File: config.mk
export PLATFORM = sky130hd
export DESIGN_NAME = framebuffer_fetch_multi
export DESIGN_NICKNAME = d
export VERILOG_FILES = /design/src/rtl/framebuffer_fetch_pkg.sv /design/src/rtl/framebuffer_fetch_multi_ram_read_pipe.sv /design/src/rtl/framebuffer_fetch_multi.sv
export SDC_FILE = /design/constraint.sdc
export NUM_CORES = 1
export LEC_CHECK = 0
export BUFFER_PORTS_ARGS = -buffer_cell sky130_fd_sc_hd__buf_2
export CORE_MARGIN = 4
export CORE_UTILIZATION = 50
export CTS_CLUSTER_DIAMETER = 40
export DETAILED_ROUTE_END_ITERATION = 10
export PLACE_DENSITY = 0.89
export SLEW_MARGIN = 30
export SYNTH_ARGS = -nofsm -noshare
export SYNTH_HDL_FRONTEND = slang
export SYNTH_SLANG_ARGS = --single-unit
File: constraint.sdc
create_clock -name clk_in -period 1.5 [get_ports clk_in]
set_input_delay 0.375 -clock clk_in [delete_from_list [all_inputs] [get_ports clk_in]]
set_output_delay 0.375 -clock clk_in [all_outputs]
set_load 0.03 [all_outputs]
File: src/rtl/framebuffer_fetch_pkg.sv
// Shared types and constants for the framebuffer pixel fetcher.
package framebuffer_fetch_pkg;

  typedef enum logic [1:0] {
    ST_IDLE  = 2'd0,
    ST_ISSUE = 2'd1,
    ST_DRAIN = 2'd2
  } fetch_state_e;

  localparam int RAM_LATENCY_MIN = 1;
  localparam int RAM_LATENCY_MAX = 4;

  // Channel field width; never narrower than one bit so the field always exists.
  function automatic int ch_bits(input int num_channels);
    return (num_channels > 1) ? $clog2(num_channels) : 1;
  endfunction

endpackage

File: src/rtl/framebuffer_fetch_multi_ram_read_pipe.sv
// Valid/channel delay line that matches the RAM read latency; its tail marks
// the cycle in which ram_data_in belongs to the tagged channel.
module ram_read_pipe #(
  parameter int CH_BITS = 1,
  parameter int LATENCY = 2
) (
  input  logic               clk_in,
  input  logic               reset_n,
  input  logic               push,
  input  logic [CH_BITS-1:0] push_ch,
  output logic               capture,
  output logic [CH_BITS-1:0] capture_ch
);

  logic [LATENCY-1:0] valid_q;
  logic [CH_BITS-1:0] ch_q [LATENCY];

  always_ff @(posedge clk_in or negedge reset_n) begin
    if (!reset_n) begin
      valid_q <= '0;
      for (int i = 0; i < LATENCY; i++) ch_q[i] <= '0;
    end else begin
      valid_q[0] <= push;
      ch_q[0]    <= push_ch;
      for (int i = 1; i < LATENCY; i++) begin
        valid_q[i] <= valid_q[i-1];
        ch_q[i]    <= ch_q[i-1];
      end
    end
  end

  assign capture    = valid_q[LATENCY-1];
  assign capture_ch = ch_q[LATENCY-1];

endmodule

File: src/rtl/framebuffer_fetch_multi.sv
// Multi-channel pixel fetcher: one RAM read per scan channel per load request.
// Define FRAMEBUFFER_FETCH_FRAME_SELECT_EN to add a frame_select address MSB.
//
// state    | meaning
// ST_IDLE  | waiting for pixel_load_start, RAM clock gated
// ST_ISSUE | presenting one channel address per cycle
// ST_DRAIN | waiting for the last channel's read data
module framebuffer_fetch_multi
  import framebuffer_fetch_pkg::*;
#(
  parameter int PIXEL_WIDTH   = 16,
  parameter int COLUMN_BITS   = 6,
  parameter int ROW_BITS      = 4,
  parameter int NUM_CHANNELS  = 2,
  parameter int RAM_LATENCY   = 2,
  parameter int COLUMN_MIRROR = 1,
  localparam int CH_BITS      = ch_bits(NUM_CHANNELS),
`ifdef FRAMEBUFFER_FETCH_FRAME_SELECT_EN
  localparam int FRAME_BITS   = 1,
`else
  localparam int FRAME_BITS   = 0,
`endif
  localparam int ADDR_WIDTH   = FRAME_BITS + CH_BITS + ROW_BITS + COLUMN_BITS
) (
  input  logic                                clk_in,
  input  logic                                reset_n,
  input  logic [COLUMN_BITS-1:0]              column_address,
  input  logic [ROW_BITS-1:0]                 row_address,
  input  logic                                pixel_load_start,
  output logic                                busy,
  output logic                                pixel_load_done,
`ifdef FRAMEBUFFER_FETCH_FRAME_SELECT_EN
  input  logic                                frame_select,
`endif
  input  logic [PIXEL_WIDTH-1:0]              ram_data_in,
  output logic [ADDR_WIDTH-1:0]               ram_address,
  output logic                                ram_clk_enable,
  output logic                                ram_reset,
  output logic [NUM_CHANNELS*PIXEL_WIDTH-1:0] pixels_out
);

  if (NUM_CHANNELS < 2 || (NUM_CHANNELS & (NUM_CHANNELS - 1)) != 0) begin : g_bad_channels
    $error("NUM_CHANNELS must be a power of two and at least 2");
  end
  if (RAM_LATENCY < RAM_LATENCY_MIN || RAM_LATENCY > RAM_LATENCY_MAX) begin : g_bad_latency
    $error("RAM_LATENCY out of range");
  end

  localparam logic [CH_BITS-1:0] LAST_CH = CH_BITS'(NUM_CHANNELS - 1);

  fetch_state_e state_q, state_d;
  logic accept, issue, finish, capture;
  logic [CH_BITS-1:0]     ch_q, cap_ch, addr_ch;
  logic [ROW_BITS-1:0]    row_q, addr_row;
  logic [COLUMN_BITS-1:0] col_q, addr_col;
  logic [ADDR_WIDTH-1:0]  addr_next;
  logic [PIXEL_WIDTH-1:0] staging [NUM_CHANNELS];
  logic [NUM_CHANNELS*PIXEL_WIDTH-1:0] merged;

  always_ff @(posedge clk_in or negedge reset_n) begin
    if (!reset_n) state_q <= ST_IDLE;
    else          state_q <= state_d;
  end

  always_comb begin
    state_d = state_q;
    accept  = 1'b0;
    issue   = 1'b0;
    finish  = 1'b0;
    case (state_q)
      ST_IDLE: begin
        if (pixel_load_start) begin
          accept  = 1'b1;
          state_d = ST_ISSUE;
        end
      end
      ST_ISSUE: begin
        issue = 1'b1;
        if (ch_q == LAST_CH) state_d = ST_DRAIN;
      end
      ST_DRAIN: begin
        if (capture && cap_ch == LAST_CH) begin
          finish  = 1'b1;
          state_d = ST_IDLE;
        end
      end
      default: state_d = ST_IDLE;
    endcase
  end

  // Column is stored already mirrored so every issued address reuses it as-is.
  always_comb begin
    if (accept) begin
      addr_ch  = '0;
      addr_row = row_address;
      addr_col = (COLUMN_MIRROR != 0) ? ~column_address : column_address;
    end else begin
      addr_ch  = ch_q + CH_BITS'(1);
      addr_row = row_q;
      addr_col = col_q;
    end
  end

`ifdef FRAMEBUFFER_FETCH_FRAME_SELECT_EN
  logic frame_q, addr_frame;
  assign addr_frame = accept ? frame_select : frame_q;
  assign addr_next  = {addr_frame, addr_ch, addr_row, addr_col};

  always_ff @(posedge clk_in or negedge reset_n) begin
    if (!reset_n)    frame_q <= 1'b0;
    else if (accept) frame_q <= frame_select;
  end
`else
  assign addr_next = {addr_ch, addr_row, addr_col};
`endif

  always_ff @(posedge clk_in or negedge reset_n) begin
    if (!reset_n) begin
      ch_q        <= '0;
      row_q       <= '0;
      col_q       <= '0;
      ram_address <= '0;
    end else if (accept || (issue && ch_q != LAST_CH)) begin
      ch_q        <= addr_ch;
      row_q       <= addr_row;
      col_q       <= addr_col;
      ram_address <= addr_next;
    end
  end

  ram_read_pipe #(
    .CH_BITS (CH_BITS),
    .LATENCY (RAM_LATENCY)
  ) u_pipe (
    .clk_in     (clk_in),
    .reset_n    (reset_n),
    .push       (issue),
    .push_ch    (ch_q),
    .capture    (capture),
    .capture_ch (cap_ch)
  );

  // The final channel's data is merged in on the way to pixels_out so the
  // visible word changes exactly once per load.
  always_comb begin
    merged = '0;
    for (int i = 0; i < NUM_CHANNELS; i++)
      merged[i*PIXEL_WIDTH +: PIXEL_WIDTH] =
        (capture && cap_ch == CH_BITS'(i)) ? ram_data_in : staging[i];
  end

  always_ff @(posedge clk_in or negedge reset_n) begin
    if (!reset_n) begin
      for (int i = 0; i < NUM_CHANNELS; i++) staging[i] <= '0;
      pixels_out      <= '0;
      pixel_load_done <= 1'b0;
    end else begin
      if (capture) staging[cap_ch] <= ram_data_in;
      if (finish)  pixels_out <= merged;
      pixel_load_done <= finish;
    end
  end

  assign busy           = (state_q != ST_IDLE);
  assign ram_clk_enable = (state_q != ST_IDLE);
  assign ram_reset      = ~reset_n;

endmodule

Word-level counts from Yosys, hierarchy flattened
Index checks and enable logic that the tools add are counted.

word-level totals
  flip-flop bits (word level) = 93
  logic and storage cells = 50

operators by class
  add/subtract/negate cells = 1
  order comparisons = 2
  equality and inequality tests = 5
  muxes and demuxes = 17
  bitwise logic cells = 5
  reductions and logical operators = 8

operators by type and width
  cell                                                                           number
  16-bit 2-to-1 mux                                                              3
  32-bit bitwise mux                                                             1
  16-bit demux with 1-bit select                                                 1
  1-bit 2-to-1 mux                                                               6
  2-bit 2-to-1 mux                                                               3
  6-bit 2-to-1 mux                                                               1
  2-bit != test (second input constant)                                          3
  6-bit NOT                                                                      1
  2-bit one-hot mux with 3 select lines                                          1
  1-bit logical AND                                                              4
  4-bit 2-to-1 mux                                                               1
  1-bit NOT                                                                      3
  3-bit AND reduction                                                            1
  2-bit by 1-bit equality test with 1-bit output (second input constant)         1
  2-bit equality test (second input constant)                                    1
  2-bit greater-or-equal comparator (second input constant)                      1
  2-bit zero test                                                                1
  2-bit by 1-bit less-than comparator with 1-bit output (second input constant)  1
  1-bit NOT with 2-bit output                                                    1
  2-bit nonzero test                                                             1
  1-bit adder (second input constant)                                            1
  1-bit logical OR                                                               1

Logic depth before layout (Yosys ltp)
  depth in word-level cells = 6
  mapped depth = 4
  gate-level depth less buffers = 2

Cells and area by module
Synthesis repeated with hierarchy kept, for this count alone.

unflattened totals
  cells, all modules = 153
  area total of the unflattened synthesis = 2,610.0 µm²

modules (own cells, without submodules)
  module                   instances  cells an instance  area each (µm²)
  framebuffer_fetch_multi  1          149                2,509.9
  ram_read_pipe            1          4                  100.1

Least setup slack after synthesis
OpenSTA, ideal clock, no wires.

  path type = register to output
  from = reg state_q[1]
  to = out ram_clk_enable
  data arrival time = 1.004 ns
  required time = 1.125 ns
  path slack = 0.121 ns
  cell stages (with the launch flop) = 3
  buffers on the path = 1
  path through = dfrtp_1 or2_2 buf_4

between the ends
  cells in the longest elaborated chain, start to end = 1

ends and longest elaborated chain
  item                    line                           RTL
  from (decl)             framebuffer_fetch_multi.sv:51  fetch_state_e state_q, state_d;
  from (signal assigned)  framebuffer_fetch_multi.sv:62  else state_q <= state_d;
  2-bit nonzero test      -
  to (decl)               framebuffer_fetch_multi.sv:37  output logic ram_clk_enable,

No other way between the ends.

Worst setup path after layout
  from = reg state_q[1]
  to = out busy

between the ends
  cells in the longest elaborated chain, start to end = 1

ends and longest elaborated chain
  item                line                            RTL
  2-bit nonzero test  framebuffer_fetch_multi.sv:164  assign busy = (state_q != ST_IDLE);
  to (decl)           framebuffer_fetch_multi.sv:30   output logic busy,

No other way between the ends.

==> out/metrics.yaml <==
wl_met1_mm: 2.20
startpoint_type: "flip-flop"
cellPowerDensity_mw_per_mm2: 2520
initial_core_util_pct: 51.4
final_nets: 271
cts_root_buf: "clkbuf_8"
dp_cells: 296
ys_types: 18
synth_edf_count: 0
wl_met3_um: 274
synth_area_leaders: "dfrtp_1 (63%), mux2_4 (17%), mux2_2 (9.9%), mux2i_1 (2.3%), buf_6 (1.7%)"
finalSetupViolCount: 2
grt.total_usage_pct: 17.1
hold_class: "in2reg"
grt_max_degree: 67
synth_top_area_share_pct: 63.3
p_total_uw: 8440
intPower_uw: 5130
vias: 1501
fin_cells: 317
top_layer_used: "met4"
worstMarginPinSlew_ns: 0.788
period_share_pct: 102
area_delta_synth_final_pct: 28.3
min_to: "ram_address[3]$_DFFE_PN0P_"
grt.overflow.total: 0
drtIter0Drc: 79
routed_wl_mm: 5.08
p_leak_uw: 0.00176
r2r_slack_ns: 0.01
fin_hold_ws_ns: 0.214
placementRows: 26
worstPathArrival_ns: 1.15
synth-seq-cells: 66
synth.cell_area_sq_mm: 0.00261
post-route-min-period_ns: 1.53
yosys_warnings: 0
first_pass_iters: 3
core_area_sq_mm: 0.00507
synthFlopType: "dfrtp_1"
crit_type: "reg2out"
ys_seq_area_share_pct: 63.3
power_frac_seq_pct: 38.1
htreeDepth: 3
io_buffers: 75
violations: "negative setup slack"
pin_count: 76
detail-route-antenna-nets: 0
switching_share_pct: 39.2
crit_path_end_kind: "output pin"
synth.most_common_cell: "dfrtp_1"
synthArstFlopShare_pct: 100
drive_gt1_share_pct: 64.8
drv_slew: 0
fin_ws_ns: -0.0267
max-clock-path-buffers: 2
clock.fmax_mhz: 655
antenna_found_initial: 0
max_slew_margin_pct: 47.5
drc: 0
synth_common_cells: "dfrtp_1 (66), mux2_4 (29), mux2_2 (23)"
avgSynthCellArea_sq_um: 17.1
cts.sinks: 66
cts_buffers: 9
power.switching_uw: 3300
comb_power_share_pct: 45.3
status: "complete, but fails checks"
rsz0062_at_grt: "yes"
wl_per_cell_um: 16.0
postLayoutCoreUtil_pct: 66.0
syn_nets: 182
yosys.area.top_type: "dfrtp_1"
worstHoldPathCells: 2
grt_pass1_vias: 1629
peakVddDrop_uv: 1560
grt_pass1_wl_mm: 8.15
clock_latency_ns: 0.33
finClkSkew_ns: 0.00707
reg2regPathDepth: 4
die_x_um: 80.3
maxCapViolations: 0
dp_slack_ns: 0.112
die-area_sq_mm: 0.00644
die_h_um: 80.3
r2r-start: "state_q[0]$_DFFE_PN0P_"
hpwl_mm: 3.49
insertedDiodeCount: 0
wl_met2_mm: 2.53
vias_per_cell: 4.74
critPathRequiredTime_ns: 1.12
nFillCells: 390
clk_pin_slew_ns: 0.07
cts_tree: "yes"
min_from: "column_address[3]"
cts_hold_buf: 0
postSynthCellCount: 153
clock_power_share_pct: 16.7
worst-path-max-fanout: 2
hold_viol_final: 0
r2r-end: "pixels_out[23]$_DFFE_PN0P_"
gp_congestion: 0.707
-- routing by layer --
metal,global-route usage [%],up-vias
met2,27.1,51
met5,0,-
met1,22.3,737
met4,7.60,0
met3,4.37,10
li1,-,703
-- critical path: stages, from the launching register on --
cell and delay (ns):
dfrtp_2 0.42, or2_4 0.26, buf_6 0.14
-- how the worst max path moves through the flow --
stage | startpoint | endpoint | slack (ns) | depth (start not counted)
2_1_floorplan | state_q[1]$_DFFE_PN0P_ | ram_clk_enable | 0.12 | 2
3_3_place_gp | state_q[0]$_DFFE_PN0P_ | pixels_out[16]$_DFFE_PN0P_ | 0.15 | 3
3_5_place_dp | state_q[1]$_DFFE_PN0P_ | ram_address[5]$_DFFE_PN0P_ | 0.11 | 3
4_1_cts | state_q[0]$_DFFE_PN0P_ | busy | -0.03 | 2
5_1_grt | state_q[1]$_DFFE_PN0P_ | ram_clk_enable | -0.06 | 2
6_report | state_q[1]$_DFFE_PN0P_ | busy | -0.03 | 2
-- power groups by stage --
| stage | clock network, uW | logic (uW) | registers [uW] |
|---|---|---|---|
| finish | 1410 | 3820 | 3210 |
| global route | 1540 | 4030 | 3320 |
| CTS | 1450 | 3800 | 3210 |
| detailed placement | 0 | 3650 | 3260 |
| global placement | 0 | 3580 | 3190 |
| floorplan | 0 | 1560 | 4330 |
-- cell families (layout without fill, tap and decap cells) --
group                  Yosys count  after routing  synth area share [%]
AO/OA/AOI/OAI                    3              3                 0.911
flip-flops                      66             66                  63.3
buffers and inverters           17            111                  4.12
AND/OR/NAND/NOR                  9              9                  2.78
multiplexers                    58             58                  28.9
-- sequential cells by signal (all words and copies together) (netlist names) --
signal,flops
pixel_load_done,1
pixels_out,32
ram_address,11
staging,16
state_q,2
u_pipe.capture_ch,1
u_pipe.ch_q,1
u_pipe.valid_q,2
-- layout by cell type, fill, tap and decap left out --
cell type   Yosys  final
buf_2           2     73
a21o_1          1      1
mux2i_1         6      6
clkinv_2        0      4
nor2_1          1      1
mux2_2         23     23
buf_4           3      7
buf_12          0      2
nand4b_4        1      1
clkbuf_8        0      9
a211oi_1        1      1
inv_1           8      8
clkinvlp_4      0      1
nand2b_1        1      1
nor3b_4         0      1
dfrtp_2         0      2
nor2b_1         3      3
clkbuf_16       0      1
clkbuf_1        0      1
a22o_1          1      1
nand2_2         1      1
bufinv_16       0      1
dfrtp_1        66     64
buf_6           4      4
or2_4           0      1
mux2_4         29     29
-- cell type report --
cell class | instances | area, sq um | area share [%]
Sequential cell | 66 | 1650 | 49.4
Multi-Input combinational cell | 70 | 865 | 25.8
Timing Repair Buffer | 87 | 528 | 15.8
Clock buffer | 10 | 128 | 3.81
Tap cell | 70 | 87.6 | 2.61
Clock inverter | 6 | 57.6 | 1.72
Inverter | 8 | 30.0 | 0.897
-- per-stage QoR --
stage	TNS, ns	instance area, sq um
after floorplan	0	2610
after global placement	0	3080
after detailed placement	0	3080
after CTS	-0.0556	3300
after global routing	-0.402	3350
final	-0.0533	3350
-- repair_timing --
action | 4_1_cts | 5_1_grt
endpoints found under the setup margin | 2 | 34
cloned | 0 | 1
pin swaps | 0 | 1
resized for setup | 7 | 3
buffers inserted | 2 | 2
(Power assumes the default switching activity.)
